==> config.mk <==
export PLATFORM = sky130hd
export DESIGN_NAME = gamepad_emu
export DESIGN_NICKNAME = d
export VERILOG_FILES = /design/src/rtl/gamepad_emu.sv
export SDC_FILE = /design/constraint.sdc
export NUM_CORES = 1
export LEC_CHECK = 0
export ABC_AREA = 1
export BUFFER_PORTS_ARGS = -buffer_cell sky130_fd_sc_hd__buf_2
export CORE_ASPECT_RATIO = 1.2
export CORE_MARGIN = 1.5
export CORE_UTILIZATION = 45
export DETAILED_ROUTE_END_ITERATION = 7
export PLACE_DENSITY = 0.68
export SLEW_MARGIN = 20
export SYNTH_ARGS = -nofsm -noshare
export SYNTH_HDL_FRONTEND = slang
export SYNTH_SLANG_ARGS = --single-unit
==> constraint.sdc <==
create_clock -name clk -period 2.85 [get_ports clk]
set_clock_uncertainty 0.1 [all_clocks]
set_input_delay 0.57 -clock clk [delete_from_list [all_inputs] [get_ports clk]]
set_output_delay 0.57 -clock clk [all_outputs]
set_load 0.02 [all_outputs]
==> src/rtl/gamepad_emu.sv <==
// Device-side serial gamepad responder: emulates shift-register pads that
// answer gp_latch / gp_clk / gp_sel, with button state taken from pad_value.
module gamepad_emu #(
    parameter int SEL_WIDTH   = 1,
    parameter int DATA_WIDTH  = 2,
    parameter int BITS        = 16,
    parameter int SYNC_STAGES = 2
) (
    input  logic                                      clk,
    input  logic                                      rst_n,
    input  logic [SEL_WIDTH-1:0]                      gp_sel,
    input  logic                                      gp_latch,
    input  logic                                      gp_clk,
    output logic [DATA_WIDTH-1:0]                     gp_data,
    input  logic [(2**SEL_WIDTH)*DATA_WIDTH*BITS-1:0] pad_value,
    output logic                                      pad_ack,
    output logic [$clog2(BITS+1)-1:0]                 bit_cnt
);

    localparam int NPADS = (2**SEL_WIDTH) * DATA_WIDTH;
    localparam int CW    = $clog2(BITS + 1);
    localparam int PW    = (NPADS > 1) ? $clog2(NPADS) : 1;
    localparam logic [CW-1:0] CNT_MAX = CW'(BITS);

    logic [SYNC_STAGES-1:0]                latch_sync_q;
    logic [SYNC_STAGES-1:0]                clk_sync_q;
    logic [SYNC_STAGES-1:0][SEL_WIDTH-1:0] sel_sync_q;
    logic                                  latch_dly_q;
    logic                                  clk_dly_q;

    logic                  latch_s;
    logic                  clk_s;
    logic [SEL_WIDTH-1:0]  sel_s;
    logic                  latch_fall;
    logic                  clk_rise;

    logic [NPADS-1:0][BITS-1:0] sr_q, sr_d;
    logic [CW-1:0]              cnt_q, cnt_d;
    logic [DATA_WIDTH-1:0]      data_q, data_d;
    logic                       ack_q, ack_d;
    logic [PW-1:0]              pidx;

    assign latch_s    = latch_sync_q[SYNC_STAGES-1];
    assign clk_s      = clk_sync_q[SYNC_STAGES-1];
    assign sel_s      = sel_sync_q[SYNC_STAGES-1];
    assign latch_fall = latch_dly_q & ~latch_s;
    assign clk_rise   = clk_s & ~clk_dly_q;

    // Load has priority: a clk edge seen while latched never shifts.
    always_comb begin
        sr_d   = sr_q;
        cnt_d  = cnt_q;
        ack_d  = latch_fall;
        data_d = '1;
        pidx   = '0;
        if (latch_s) begin
            for (int p = 0; p < NPADS; p++) begin
                sr_d[p] = pad_value[p*BITS +: BITS];
            end
            cnt_d = '0;
        end else if (clk_rise) begin
            for (int p = 0; p < NPADS; p++) begin
                sr_d[p] = {1'b1, sr_q[p][BITS-1:1]};
            end
            if (cnt_q != CNT_MAX) begin
                cnt_d = cnt_q + 1'b1;
            end
        end
        for (int d = 0; d < DATA_WIDTH; d++) begin
            pidx      = PW'(int'(sel_s) * DATA_WIDTH + d);
            data_d[d] = ~sr_q[pidx][0];
        end
    end

    always_ff @(posedge clk or negedge rst_n) begin
        if (!rst_n) begin
            latch_sync_q <= '0;
            clk_sync_q   <= '1;
            sel_sync_q   <= '0;
            latch_dly_q  <= 1'b0;
            clk_dly_q    <= 1'b1;
            sr_q         <= '0;
            cnt_q        <= '0;
            data_q       <= '1;
            ack_q        <= 1'b0;
        end else begin
            latch_sync_q <= {latch_sync_q[SYNC_STAGES-2:0], gp_latch};
            clk_sync_q   <= {clk_sync_q[SYNC_STAGES-2:0], gp_clk};
            sel_sync_q   <= {sel_sync_q[SYNC_STAGES-2:0], gp_sel};
            latch_dly_q  <= latch_s;
            clk_dly_q    <= clk_s;
            sr_q         <= sr_d;
            cnt_q        <= cnt_d;
            data_q       <= data_d;
            ack_q        <= ack_d;
        end
    end

    assign gp_data = data_q;
    assign pad_ack = ack_q;
    assign bit_cnt = cnt_q;

endmodule

==> impl_metrics.yaml <==
floorplanning:
  rows: 36
  boundaryPins: 77
  initial_core_util_pct: 45.98
  dieArea_mm2: 0.008794
  core_area_mm2: 0.008063
  die_h_um: 102.4
  die_w_um: 85.86
cells_and_area:
  fin_util_pct: 52.58
  layout_commonest_cell: "nand2_1"
  synthToLayoutAreaGrowth_pct: 14.34
  antenna_cells: 0
  layout.cells.most_common_list: "nand2_1, nand3_1, buf_2"
  post_route_cells_drive_above_1_share_pct: 29.85
  fin_area_mm2: 0.004239
  final_nets: 535
synthesis:
  avgSynthCellArea_um2: 9.291
  synth_compound_area_share_pct: 1.822
  synthSimpleGateAreaFrac_pct: 35.94
  syn_nets: 470
  seq_area_frac_synth_pct: 54.17
  syn_area_mm2: 0.003707
  synth_cell_types: 24
  syn_inst: 399
  synth_top_family_by_area: "simple AND/OR/NAND/NOR gates"
  synth-seq-cells: 80
  synthMuxAreaShare_pct: 0.5400
  synthXorXnorAreaFrac_pct: 0
  synth_fa_ha_area_share_pct: 0.6750
  ys_warn_count: 0
critical_path:
  crit_path_top_delay_cell: "dfrtp_1"
  worst-path-buf-inv: 1
  crit_path_cell_trace: "buf_2"
  crit_family: "flip-flops"
  cp.arrival_ns: 1.07
  critical_path_depth: 1
  rr_worst_depth: 4
  path_class: "reg2out"
  critPathMaxFanout: 10
  worstPathRequired_ns: 2.18
  cpPeakStageDelay_ns: 0.50
  critPathLaunchType: "flop"
  end_kind: "output port"
global_routing:
  grt_pass1_wl_mm: 12.51
  gr-total-overflow: 0
  track_usage_pct: 18.09
  antenna_found_initial: 0
  first_global_vias: 2705
  grt_max_degree: 68
cts:
  clock_latency_ns: 0.35
  holdBufCountCts: 1
  cts.sinks: 80
  clockBufferDepth: 2
  cts-resized-gates: 0
  clk_pin_slew_ns: 0.08
  htree_levels: 3
  postCtsSetupBuffers: 0
  tritoncts: "built"
  cts_buffers: 9
  ctsRootBufferMaster: "clkbuf_8"
timing:
  fmax_ghz: 0.5758
  slew_viol_final: 0
  finalSetupTns_ns: 0
  min_period_ns: 1.737
  setup_violations: 0
  post-route-period-util_pct: 60.93
  holdWs_ns: 0.2202
  finalWorstSetupSlack_ns: 1.113
  worst_pin_slew_ns: 0.5893
  rsz0062_at_grt: "no"
  slew_headroom_pct: 60.71
  final-hold-violation-count: 0
power:
  leakage_nw: 2.050
  powerDensity_mw_per_mm2: 558.9
  ir_drop_uv: 306.6
job:
  drv_cap: 0
place:
  dp_hpwl_mm: 4.845
  dpl_cell_area_mm2: 0.004056
  place_congestion: 0.7868
  place_ws_ns: 1.189
  io_buffers: 76
routing:
  vias: 2878
  wl_per_cell_um: 13.19
  wl_mm: 7.439
  drtIter0Drc: 202
  antenna_left: 0
  drt_first_pass_iters: 4
  drc: 0
  viasPerCell: 5.103
hold_path:
  hold_class: "in2reg"
  min_path_cells: 1
outcome:
  run_status: "complete, no violations"
## sequential cells by signal, summed over array words and instances, names as in the netlist, 2 cells and up
register and count:
clk_sync_q 2, latch_sync_q 2, bit_cnt 5, sr_q 64, gp_data 2
## power by group
group | internal (W) | switching (W) | total [W] | leakage [nW]
clock network | 0.000334 | 0.000401 | 0.000734 | 0.0878
registers | 0.00125 | 0.0000746 | 0.00132 | 0.965
logic | 0.000122 | 0.000188 | 0.000310 | 0.997
total | 0.00171 | 0.000663 | 0.00237 | 2.05
## area by class of cell
cell class	instances	area [um2]
Clock buffer	10	137.6
Timing Repair Buffer	81	447.9
Multi-Input combinational cell	282	1445
Sequential cell	80	2009
Tap cell	95	118.9
Inverter	10	45.04
Clock inverter	6	35.03
Fill cell	742	3824
## kinds of logic (layout without fill, tap and decap cells)
group | after synthesis | in the layout
compound gates | 11 | 11
fa+ha+maj | 2 | 2
buf+inv | 37 | 107
flops | 80 | 80
mux | 2 | 2
simple gates | 267 | 267
## final timing paths
path,startpoint,endpoint,slack (ns)
worst max-delay path,bit_cnt[2],bit_cnt[2],1.11
worst min-delay path,gp_clk,clk_sync_q[0],0.22
worst max register to register,latch_sync_q[1],sr_q[46],1.17
worst min register to register,sel_sync_q[0],sel_s,0.24
max in group asynchronous,rst_n,clk_sync_q[1],1.49
min in group asynchronous,rst_n,latch_sync_q[0],0.52
## synth_stat cells, drive strengths merged
library cell	number	area (um2)
nand2	139	536.8
nor2	3	11.26
dfstp	5	131.4
dfrtp	75	1877
buf	22	190.2
mux2i	2	20.02
inv	10	45.05
o211ai	2	15.01
nand4	2	12.51
o22a	2	17.52
nand3	122	765.7
or2	1	6.260
ha	2	25.02
o21ai	7	35.03
clkbuf	5	18.77
## metal layers
| metal | wire, um | part of all wire (%) | GRT usage, % |
|---|---|---|---|
| met1 | 3531 | 47 | 24.86 |
| met2 | 3462 | 47 | 28.35 |
| met3 | 324 | 4.4 | 2.908 |
| met4 | 121 | 1.6 | 8.313 |
| met5 | 0 | 0 | 0 |
## through the flow
stage / total power [W] / instances
after CTS: 0.002398 / 564
after floorplan: 0.001545 / 399
after global placement: 0.001650 / 547
after global routing: 0.002491 / 564
after detailed placement: 0.001662 / 547
final: 0.002369 / 564
(Power assumes the default switching activity.)
